<file path="src/rtl/arb_mux2_if.sv">
// arb_mux2_if - handshake and status bundle for the two-source arbiter/mux.
//
// Signals:
//   valid0/data_in0/ready0  source 0 valid/ready channel
//   valid1/data_in1/ready1  source 1 valid/ready channel
//   selector                registered mux select (0 = source 0, 1 = source 1)
//   data_out/valid_out      one-deep output stage toward the consumer
//   ready_out               consumer acceptance of data_out
//   grant_count0/1          per-source transfer counters (wrapping)
//
// Modports:
//   slave   the arbiter side (drives ready*, selector, output stage, counters)
//   master  the sources/consumer side (drives valid*, data_in*, ready_out)

interface arb_mux2_if #(
    parameter int DATA_WIDTH = 2,
    parameter int CNT_WIDTH  = 5
) ();

    logic                  valid0;
    logic [DATA_WIDTH-1:0] data_in0;
    logic                  ready0;

    logic                  valid1;
    logic [DATA_WIDTH-1:0] data_in1;
    logic                  ready1;

    logic                  selector;
    logic [DATA_WIDTH-1:0] data_out;
    logic                  valid_out;
    logic                  ready_out;

    logic [CNT_WIDTH-1:0]  grant_count0;
    logic [CNT_WIDTH-1:0]  grant_count1;

    modport slave (
        input  valid0, data_in0, valid1, data_in1, ready_out,
        output ready0, ready1, selector, data_out, valid_out,
               grant_count0, grant_count1
    );

    modport master (
        output valid0, data_in0, valid1, data_in1, ready_out,
        input  ready0, ready1, selector, data_out, valid_out,
               grant_count0, grant_count1
    );

endinterface

</file>
<file path="src/rtl/arb_mux2.sv">
// arb_mux2 - two-requester arbiter and sequencer for a 2:1 data mux.
//
// Grants at most one of two valid/ready sources per cycle, registers the
// selected word and the mux select into a one-deep output stage, and counts
// transfers per source.
//
// Ports:
//   clk     single clock, all state updates on the rising edge
//   reset   synchronous active-high reset
//   bus     arb_mux2_if.slave: source channels, output stage, grant counters
//
// Build option:
//   ARB_ROUND_ROBIN_EN  defined   -> contention goes to the source not granted
//                                    last (alternating grants)
//                       undefined -> fixed priority, source 0 wins contention;
//                                    last_grant is still tracked but unused
//
// FSM states:
//   state | meaning
//   ------+-------------------------------------------
//   IDLE  | output stage empty
//   SERV0 | output stage holds a word from source 0
//   SERV1 | output stage holds a word from source 1

module arb_mux2 #(
    parameter int DATA_WIDTH = 2,
    parameter int CNT_WIDTH  = 5
) (
    input  logic       clk,
    input  logic       reset,
    arb_mux2_if.slave  bus
);

    typedef enum logic [1:0] {
        IDLE  = 2'd0,
        SERV0 = 2'd1,
        SERV1 = 2'd2
    } state_t;

    state_t                state_q, state_d;
    logic [DATA_WIDTH-1:0] data_q, data_d;
    logic                  sel_q, sel_d;
    logic                  last_grant_q, last_grant_d;
    logic [CNT_WIDTH-1:0]  cnt0_q, cnt0_d;
    logic [CNT_WIDTH-1:0]  cnt1_q, cnt1_d;

    logic slot_free;
    logic any_valid;
    logic winner;
    logic ready0;
    logic ready1;
    logic xfer0;
    logic xfer1;

    // Arbitration and handshake. ready_i depends only on valid inputs,
    // ready_out and registered state, never on itself.
    always_comb begin
        slot_free = (state_q == IDLE) || bus.ready_out;
        any_valid = bus.valid0 || bus.valid1;
        winner    = 1'b0;
        if (bus.valid0 && bus.valid1) begin
`ifdef ARB_ROUND_ROBIN_EN
            winner = ~last_grant_q;
`else
            winner = 1'b0;
`endif
        end else if (bus.valid1) begin
            winner = 1'b1;
        end

        // Gated by reset so neither source sees a grant while reset is high.
        ready0 = ~reset && slot_free && any_valid && ~winner;
        ready1 = ~reset && slot_free && any_valid &&  winner;
        xfer0  = bus.valid0 && ready0;
        xfer1  = bus.valid1 && ready1;
    end

    always_comb begin
        state_d      = state_q;
        data_d       = data_q;
        sel_d        = sel_q;
        last_grant_d = last_grant_q;
        cnt0_d       = cnt0_q;
        cnt1_d       = cnt1_q;

        if (xfer0) begin
            state_d      = SERV0;
            data_d       = bus.data_in0;
            sel_d        = 1'b0;
            last_grant_d = 1'b0;
            cnt0_d       = cnt0_q + CNT_WIDTH'(1);
        end else if (xfer1) begin
            state_d      = SERV1;
            data_d       = bus.data_in1;
            sel_d        = 1'b1;
            last_grant_d = 1'b1;
            cnt1_d       = cnt1_q + CNT_WIDTH'(1);
        end else if (bus.ready_out && (state_q != IDLE)) begin
            // Consumer took the word and nothing replaces it.
            state_d = IDLE;
        end
    end

    always_ff @(posedge clk) begin
        if (reset) begin
            state_q      <= IDLE;
            data_q       <= '0;
            sel_q        <= 1'b0;
            last_grant_q <= 1'b1;   // source 0 wins the first contention
            cnt0_q       <= '0;
            cnt1_q       <= '0;
        end else begin
            state_q      <= state_d;
            data_q       <= data_d;
            sel_q        <= sel_d;
            last_grant_q <= last_grant_d;
            cnt0_q       <= cnt0_d;
            cnt1_q       <= cnt1_d;
        end
    end

    assign bus.ready0       = ready0;
    assign bus.ready1       = ready1;
    assign bus.selector     = sel_q;
    assign bus.data_out     = data_q;
    assign bus.valid_out    = (state_q != IDLE);
    assign bus.grant_count0 = cnt0_q;
    assign bus.grant_count1 = cnt1_q;

endmodule

</file>
<file path="src/flat_wrapper.sv">
// flat-port wrapper written by rule: the top's interface ports become plain ports
module arb_mux2_flat 
#(
    parameter int DATA_WIDTH = 2,
    parameter int CNT_WIDTH  = 5
)
  (clk, reset, bus_valid0, bus_data_in0, bus_valid1, bus_data_in1, bus_ready_out, bus_ready0, bus_ready1, bus_selector, bus_data_out, bus_valid_out, bus_grant_count0, bus_grant_count1);
  arb_mux2_if #(.DATA_WIDTH(DATA_WIDTH), .CNT_WIDTH(CNT_WIDTH)) bus_i ();
  input  logic clk;
  input  logic reset;
  input wire logic [$bits(bus_i.valid0)-1:0] bus_valid0;
  input wire logic [$bits(bus_i.data_in0)-1:0] bus_data_in0;
  input wire logic [$bits(bus_i.valid1)-1:0] bus_valid1;
  input wire logic [$bits(bus_i.data_in1)-1:0] bus_data_in1;
  input wire logic [$bits(bus_i.ready_out)-1:0] bus_ready_out;
  output wire logic [$bits(bus_i.ready0)-1:0] bus_ready0;
  output wire logic [$bits(bus_i.ready1)-1:0] bus_ready1;
  output wire logic [$bits(bus_i.selector)-1:0] bus_selector;
  output wire logic [$bits(bus_i.data_out)-1:0] bus_data_out;
  output wire logic [$bits(bus_i.valid_out)-1:0] bus_valid_out;
  output wire logic [$bits(bus_i.grant_count0)-1:0] bus_grant_count0;
  output wire logic [$bits(bus_i.grant_count1)-1:0] bus_grant_count1;
  assign bus_i.valid0 = bus_valid0;
  assign bus_i.data_in0 = bus_data_in0;
  assign bus_i.valid1 = bus_valid1;
  assign bus_i.data_in1 = bus_data_in1;
  assign bus_i.ready_out = bus_ready_out;
  assign bus_ready0 = bus_i.ready0;
  assign bus_ready1 = bus_i.ready1;
  assign bus_selector = bus_i.selector;
  assign bus_data_out = bus_i.data_out;
  assign bus_valid_out = bus_i.valid_out;
  assign bus_grant_count0 = bus_i.grant_count0;
  assign bus_grant_count1 = bus_i.grant_count1;
  arb_mux2 #(.DATA_WIDTH(DATA_WIDTH), .CNT_WIDTH(CNT_WIDTH)) u_core (.clk(clk), .reset(reset), .bus(bus_i));
endmodule
</file>
<file path="config.mk">
export PLATFORM = sky130hd
export DESIGN_NAME = arb_mux2_flat
export DESIGN_NICKNAME = d
export VERILOG_FILES = /design/src/rtl/arb_mux2_if.sv /design/src/rtl/arb_mux2.sv /design/src/flat_wrapper.sv
export SDC_FILE = /design/constraint.sdc
export NUM_CORES = 1
export LEC_CHECK = 0
export CORE_UTILIZATION = 35
export DETAILED_ROUTE_END_ITERATION = 8
export PLACE_DENSITY = 0.68
export SYNTH_ARGS = -nofsm -noshare
export SYNTH_HDL_FRONTEND = slang
export SYNTH_SLANG_ARGS = --single-unit
</file>
<file path="constraint.sdc">
create_clock -name clk -period 1.5 [get_ports clk]
set_input_delay 0.3 -clock clk [delete_from_list [all_inputs] [get_ports clk]]
set_output_delay 0.3 -clock clk [all_outputs]
set_load 0.01 [all_outputs]
</file>
==> metrics.log, run 1 <==
INFO  metric outcome = completed
INFO  metric timing.fmax = 668.4 MHz
INFO  metric pin_count = 25
INFO  metric critPathBufInv = 2
INFO  metric arrival = 1.73 ns
INFO  metric syn_inst = 80
INFO  metric hold_path.class = primary input to flop
INFO  metric powerDensity = 691.3 nW/um^2
INFO  metric intPower = 0.6140 mW
INFO  metric drive_gt1_frac = 0.3821
INFO  metric drt-initial-drc-count = 13
INFO  metric seq_power_share = 0.511
INFO  metric ys_warn_count = 0
INFO  metric gr-total-overflow = 0
INFO  metric worst-path-max-fanout = 4
INFO  metric placed_cells = 138
INFO  metric rsz_0062_raised_after_global_routing = true
INFO  metric postSynth.topFlopCell = sky130_fd_sc_hd__dfxtp_1
INFO  metric final.setup_skew = 0.004334 ns
INFO  metric tritoncts_buffer_count = 3
INFO  metric power.combinational.fraction = 0.207
INFO  metric clock_sink_count = 15
INFO  metric root_buffer = sky130_fd_sc_hd__clkbuf_4
INFO  metric critPathRequiredTime = 1.73 ns
INFO  metric syn-cell-area = 699.4 sq um
INFO  metric starting_density_of_the_core = 0.3882
INFO  metric worst_r2r_startpoint = u_core.state_q[1]
INFO  metric critical-path-max-stage-delay = 0.52 ns
INFO  metric avgSynthCellArea = 8.743 sq um
INFO  metric overall_routed_net_length = 1886 microns
INFO  metric critical_path_class = primary input to flop
INFO  metric worst_setup_path_start_kind = primary input
INFO  metric antenna_found_initial = 0
INFO  metric pre_cts_slack = -0.5459 ns
INFO  metric drtPass1Iterations = 4
INFO  metric hold_path_startpoint = bus_valid0
INFO  metric ys_top_cells_by_count = sky130_fd_sc_hd__dfxtp_1, sky130_fd_sc_hd__a21oi_1, sky130_fd_sc_hd__nand3_1
INFO  metric cell_taking_the_most_area_after_synthesis = sky130_fd_sc_hd__dfxtp_1
INFO  metric clockPowerShare = 0.282
INFO  metric ant_nets = 0
INFO  metric cts_htree_levels = 1
INFO  metric finalWorstSetupSlack = 0.003826 ns
INFO  metric chip_height = 46.70 microns
INFO  metric power.static_leakage = 0.6063 nW
INFO  metric netSwitchingPower = 0.2121 mW
INFO  metric row_count = 15
INFO  metric io_buffer_count = 24
INFO  metric clock_edge_transition_at_the_registers_on_the_reported_setup_and_hold_paths = 0.09 ns
INFO  metric final_min_period_over_clock_period = 0.9974
INFO  metric vdd.ir_drop.worst = 429.9 uV
INFO  metric detailed_place_hpwl = 1237 microns
INFO  metric clock_tree_from_tritoncts = built
INFO  metric drc = 0
INFO  metric ys_seq_elements = 15
INFO  metric first_pass_grt_wire_length = 3167 microns
INFO  metric synth_most_common_cell = sky130_fd_sc_hd__dfxtp_1
INFO  metric worst_setup_path_end_kind = flop
INFO  metric finalMaxSlewViolations = 0
INFO  metric fillers = 159
INFO  metric timing.max_slew.rel_slack = 0.7946
INFO  metric place_congestion = 0.7738
INFO  metric routed-via-count = 777
INFO  metric die_width = 46.70 microns
INFO  metric async_flop_share = 0
INFO  metric swShare = 0.2567
INFO  metric clock_latency = 0.29 ns
INFO  metric synth_largest_type_area_fraction = 0.4293
INFO  metric pin_count_of_the_biggest_net_entering_global_routing = 11
INFO  metric synth.area.top_cells = sky130_fd_sc_hd__dfxtp_1, sky130_fd_sc_hd__a21oi_1, sky130_fd_sc_hd__nand3_1
INFO  metric final-hold-violation-count = 0
INFO  metric crit_slowest_cell = sky130_fd_sc_hd__or4_4
INFO  metric reg2reg_slack = 0.10 ns
INFO  metric area.growth.synth_to_final = 70.84%
INFO  metric synth_cell_type_count = 27
INFO  metric critPathLaunch = reset
INFO  metric hold_ws = 0.3128 ns
INFO  metric cts-root-to-sink-buffers = 2
INFO  metric clock_period_minus_final_worst_setup_slack = 1.496 ns
INFO  metric actual_slew_at_the_worst_max_slew_pin = 0.3058 ns
INFO  metric wl_per_cell = 12.74 microns
INFO  metric finalSetupViolCount = 0
INFO  metric dieArea = 2181 sq um
INFO  metric timing.critical_path.cells = clkdlybuf4s15_2, buf_4, or3b_4, or4_4, a21oi_2
INFO  metric core_region_area = 1802 sq um
INFO  metric critical-path-top-delay-family = simple AND/OR/NAND/NOR gates
INFO  metric num_antenna_cells = 0
INFO  metric stdcell_count = 148
INFO  metric fin_setup_tns = 0 ns
INFO  metric seq_area_frac_synth = 0.4293
INFO  metric final_net_count = 135
INFO  metric grt.total_usage = 0.2131
INFO  metric route.detailed.vias_per_inst = 5.250
INFO  metric number_of_violations_of_the_max_capacitance_limit = 0
INFO  metric synthesized_nets = 91
INFO  metric synth-edff-count = 0
INFO  metric grt_pass1_vias = 718
-- logic make-up after synthesis --
kind of cell / count (synthesis) / share of synthesized area
simple gates: 29 / 0.2308
compound gates: 24 / 0.2308
flops: 15 / 0.4293
buf+inv: 8 / 0.04471
mux: 2 / 0.02862
fa+ha+maj: 2 / 0.03577
-- cell usage in the layout, fill, tap and decap left out, drive strengths merged, types with 3 or more instances in the layout --
| master | instances |
|---|---|
| nand2 | 4 |
| nand3 | 6 |
| dlygate4sd2 | 9 |
| buf | 23 |
| o31ai | 3 |
| a21oi | 9 |
| o21ai | 4 |
| nor2 | 3 |
| nor3 | 3 |
| or4 | 4 |
| inv | 3 |
| clkbuf | 5 |
| dfxtp | 15 |
| clkdlybuf4s50 | 4 |
| dlymetal6s2s | 6 |
-- flip-flops by register name, indices dropped and copies added (netlist names) --
signal	flops
u_core.bus.grant_count1	5
u_core.bus.grant_count0	5
u_core.bus.selector	1
u_core.state_q	2
u_core.bus.data_out	2
-- worst min-delay path, stage by stage --
cell                       delay (ns)
sky130_fd_sc_hd__clkbuf_2        0.13
sky130_fd_sc_hd__a21oi_1         0.07
sky130_fd_sc_hd__nor2_1          0.07
-- area by class of cell --
cell class / instances / area, sq um / share of cell area
multi-input combinational: 57 / 429.2 / 0.3592
timing repair buffer: 44 / 389.1 / 0.3257
sequential: 15 / 307.8 / 0.2576
tap: 25 / 31.28 / 0.02618
clock buffer: 4 / 26.28 / 0.02199
inverter: 3 / 11.26 / 0.009424
-- metal layers --
metal / routed length [microns] / track usage / vias to the layer above
li1: - / - / 383
met1: 823 / 0.2624 / 364
met2: 911 / 0.3333 / 26
met3: 120 / 0.07059 / 4
met4: 30 / 0.1029 / 0
met5: 0 / 0 / -
-- metrics by stage --
stage / instance area, sq um / total power, mW / util
after floorplan: 699.4 / 0.4868 / -
after global placement: 1056 / 0.5748 / 0.5861
after detailed placement: 1056 / 0.5764 / 0.5861
after CTS: 1164 / 0.8308 / 0.6458
after global routing: 1195 / 0.8715 / 0.6632
final: 1195 / 0.8261 / 0.6632
-- power groups by stage --
| stage | Clock (mW) | Combinational (mW) | Sequential (mW) |
|---|---|---|---|
| floorplan | 0 | 0.0537 | 0.433 |
| global placement | 0 | 0.146 | 0.429 |
| detailed placement | 0 | 0.147 | 0.429 |
| CTS | 0.240 | 0.170 | 0.421 |
| global route | 0.262 | 0.185 | 0.424 |
| finish | 0.233 | 0.171 | 0.422 |
-- what timing repair did --
action                     4_1_cts  5_1_grt
resized for setup               40       16
cloned                           1        0
pin swaps                        7        7
hold buffers                     0        0
buffers inserted                 5        1
setup endpoints to repair       16       15
hold endpoints to repair         0        0
-- final timing paths --
path,to,cells past startpoint
setup / recovery,u_core.bus.grant_count1[3],5
hold / removal,u_core.state_q[0],3
setup reg to reg,u_core.bus.grant_count0[2],4
hold reg to reg,u_core.bus.grant_count0[4],1
Power figures use the tool's default switching activity.
==> run 2, diff against run 1 <==
CTS_CLUSTER_DIAMETER = 50   (was unset)
==> results of run 2 <==
No change in the layout: final DEF, timing and power equal those of run 1.
==> run 3, diff against run 2 <==
REMOVE_ABC_BUFFERS = 1   (was unset)
==> run 3 against run 2 <==
Sequential share of layout area rose by 1.4 points. Critical endpoint is now bus_valid_out. Critical path depth fell by 2. First-iteration DRC count fell by 38%. Clock-buffer cell count did not move. Sequential power barely moved. Die area did not move. Fmax rose by 3.3%. Global-route usage fell by 3.6 points.
==> metrics.log, run 3 (synthesis gave the netlist of run 1 again) <==
INFO  metric outcome = completed
INFO  metric worst_r2r_startpoint = u_core.state_q[0]
INFO  metric grt.total_usage = 0.1768 (-0.03634)
INFO  metric seq_power_share = 0.529 (+0.018)
INFO  metric pin_count = 25 (unchanged)
INFO  metric actual_slew_at_the_worst_max_slew_pin = 0.2815 ns (-0.02431 ns)
INFO  metric final.setup_skew = 0.0007200 ns (-0.003614 ns)
INFO  metric final_net_count = 131 (-3.0%)
INFO  metric reg2reg_slack = 0.07 ns (-0.03 ns)
INFO  metric rr_worst_depth = 4 (unchanged)
INFO  metric cts-root-to-sink-buffers = 2 (unchanged)
INFO  metric dieArea = 2181 sq um (unchanged)
INFO  metric design_power_total = 0.7945 mW (-3.8%)
INFO  metric finalSetupViolCount = 0 (unchanged)
INFO  metric pre_cts_slack = -0.5554 ns (-0.009509 ns)
INFO  metric clock_sink_count = 15 (unchanged)
INFO  metric wl_per_cell = 11.65 microns (-8.6%)
INFO  metric drt-initial-drc-count = 8 (-5)
INFO  metric cts_htree_levels = 1 (unchanged)
INFO  metric core_region_area = 1802 sq um (unchanged)
INFO  metric worst-path-max-fanout = 3 (-1)
INFO  metric drive_gt1_frac = 0.3193 (-0.06279)
INFO  metric first_pass_grt_wire_length = 2739 microns (-14%)
INFO  metric placed_cells = 138 (unchanged)
INFO  metric postPlaceCellArea = 1056 sq um (unchanged)
INFO  metric timing.critical_path.cells = buf_4, or2_2, buf_6
INFO  metric starting_density_of_the_core = 0.3882 (unchanged)
INFO  metric netSwitchingPower = 0.1950 mW (-8.1%)
INFO  metric hold_ws = 0.4388 ns (+0.1260 ns)
INFO  metric final-hold-violation-count = 0 (unchanged)
INFO  metric critPathRequiredTime = 1.20 ns (-0.53 ns)
INFO  metric final_min_period_over_clock_period = 0.9661 (-0.03140)
INFO  metric routed-via-count = 741 (-4.6%)
INFO  metric hold_path_startpoint = bus_valid0
INFO  metric number_of_violations_of_the_max_capacitance_limit = 0 (unchanged)
INFO  metric die_width = 46.70 microns (unchanged)
INFO  metric r2r-end = u_core.bus.grant_count1[4]
INFO  metric timing.max_slew.rel_slack = 0.8100 (+0.01539)
INFO  metric gr-total-overflow = 0 (unchanged)
INFO  metric worst_setup_path_start_kind = flop
INFO  metric clock_latency = 0.27 ns (-0.02 ns)
INFO  metric clock_tree_from_tritoncts = built
INFO  metric io_buffer_count = 24 (unchanged)
INFO  metric clock_edge_transition_at_the_registers_on_the_reported_setup_and_hold_paths = 0.08 ns (about the same)
INFO  metric powerDensity = 706.3 nW/um^2 (+2.2%)
INFO  metric route.detailed.vias_per_inst = 5.146 (-2.0%)
INFO  metric swShare = 0.2454 (-0.01130)
INFO  metric power.combinational.fraction = 0.189 (-0.018)
INFO  metric area.growth.synth_to_final = 60.82%
INFO  metric drc = 0 (unchanged)
INFO  metric hold_path.class = primary input to flop
INFO  metric ant_nets = 0 (unchanged)
INFO  metric power.static_leakage = 0.5669 nW (-6.5%)
INFO  metric worst_setup_path_end_kind = output port
INFO  metric fin_setup_tns = 0 ns (unchanged)
INFO  metric cts_hold_repair_buffers = 0 (unchanged)
INFO  metric finalMaxSlewViolations = 0 (unchanged)
INFO  metric min_delay_worst_endpoint = u_core.state_q[0]
INFO  metric timing.fmax = 690.1 MHz (+3.3%)
INFO  metric intPower = 0.5995 mW (-2.4%)
INFO  metric tritoncts_buffer_count = 3 (unchanged)
INFO  metric place_congestion = 0.7838 (+1.3%)
INFO  metric row_count = 15 (unchanged)
INFO  metric vdd.ir_drop.worst = 417.1 uV (-3.0%)
INFO  metric critical_path_class = flop to output port
INFO  metric finalWorstSetupSlack = 0.05093 ns (+0.04710 ns)
INFO  metric arrival = 1.15 ns (-0.58 ns)
INFO  metric num_antenna_cells = 0 (unchanged)
INFO  metric detailed_place_hpwl = 1208 microns (-2.4%)
INFO  metric antenna_found_initial = 0 (unchanged)
INFO  metric grt_pass1_vias = 645 (-10%)
INFO  metric final_common_cell = sky130_fd_sc_hd__buf_4
INFO  metric crit_slowest_cell = sky130_fd_sc_hd__dfxtp_2
INFO  metric drtPass1Iterations = 4 (unchanged)
INFO  metric pin_count_of_the_biggest_net_entering_global_routing = 19 (+8)
INFO  metric clockPowerShare = 0.281 (about the same)
INFO  metric layout_common_cells = sky130_fd_sc_hd__buf_4, sky130_fd_sc_hd__dfxtp_1, sky130_fd_sc_hd__dlygate4sd2_1, sky130_fd_sc_hd__a21oi_1
INFO  metric hold_path_depth = 4 (+1)
INFO  metric post-route-util = 0.6243 (-0.03889)
INFO  metric overall_routed_net_length = 1678 microns (-11%)
INFO  metric root_buffer = sky130_fd_sc_hd__clkbuf_4
INFO  metric layout.cell_area.non_filler = 1125 sq um (-5.9%)
INFO  metric chip_height = 46.70 microns (unchanged)
INFO  metric critical-path-max-stage-delay = 0.33 ns (-0.19 ns)
INFO  metric stdcell_count = 144 (-2.7%)
INFO  metric clock_period_minus_final_worst_setup_slack = 1.449 ns (-0.04710 ns)
INFO  metric rsz_0062_raised_after_global_routing = false
-- run 3: cell count changes in the layout (fill, tap and decap cells not counted), sizes merged --
cell           change
clkdlybuf4s15      -1
dlymetal6s2s       -1
clkdlybuf4s50      +2
buf                -4
-- run 3: area by class of cell --
class	instances	area (sq um)
Tap cell	25	31.28
Inverter	3	11.26
Timing Repair Buffer	40	347.8
Multi-Input combinational cell	57	402.9
Clock buffer	4	26.28
Sequential cell	15	305.3
Fill cell	183	676.9
-- run 3: routing by layer --
metal,track usage,up-vias,routed length (microns)
li1,-,377,-
met4,0.06857,0,10
met3,0.04706,2,70
met1,0.2277,346,789
met5,0,-,0
met2,0.2806,16,807
-- run 3: how the worst max path moves through the flow --
stage | endpoint | slack (ns) | cells past startpoint | from
after floorplan | u_core.bus.grant_count1[3] | 0.1 | 3 | reset
after global placement | bus_ready1 | -0.56 | 5 | reset
after detailed placement | bus_ready1 | -0.56 | 5 | reset
after CTS | bus_grant_count0[0] | 0.005 | 1 | u_core.bus.grant_count0[0]
after global routing | bus_valid_out | 0.0007 | 3 | u_core.state_q[0]
final | bus_valid_out | 0.05 | 3 | u_core.state_q[0]
-- run 3: timing repair --
action | 4_1_cts | 5_1_grt
hold endpoints to repair | 0 | 0
setup endpoints to repair | 16 | 10
gates resized for setup | 30 | 12
pin swaps | 1 | 0
buffers inserted | 2 | 0
-- run 3: power groups by stage --
stage / logic [mW] / clock network, mW / registers [mW]
finish: 0.151 / 0.223 / 0.421
global route: 0.164 / 0.254 / 0.423
CTS: 0.147 / 0.233 / 0.421
detailed placement: 0.147 / 0 / 0.430
global placement: 0.146 / 0 / 0.429
floorplan: 0.0472 / 0 / 0.433
-- run 3: worst max-delay path: cells and delay by family (launching register included) --
family	cells	cell delay, ns
and+or+nand+nor	1	0.29
buffers and inverters	2	0.25
DFF	1	0.33
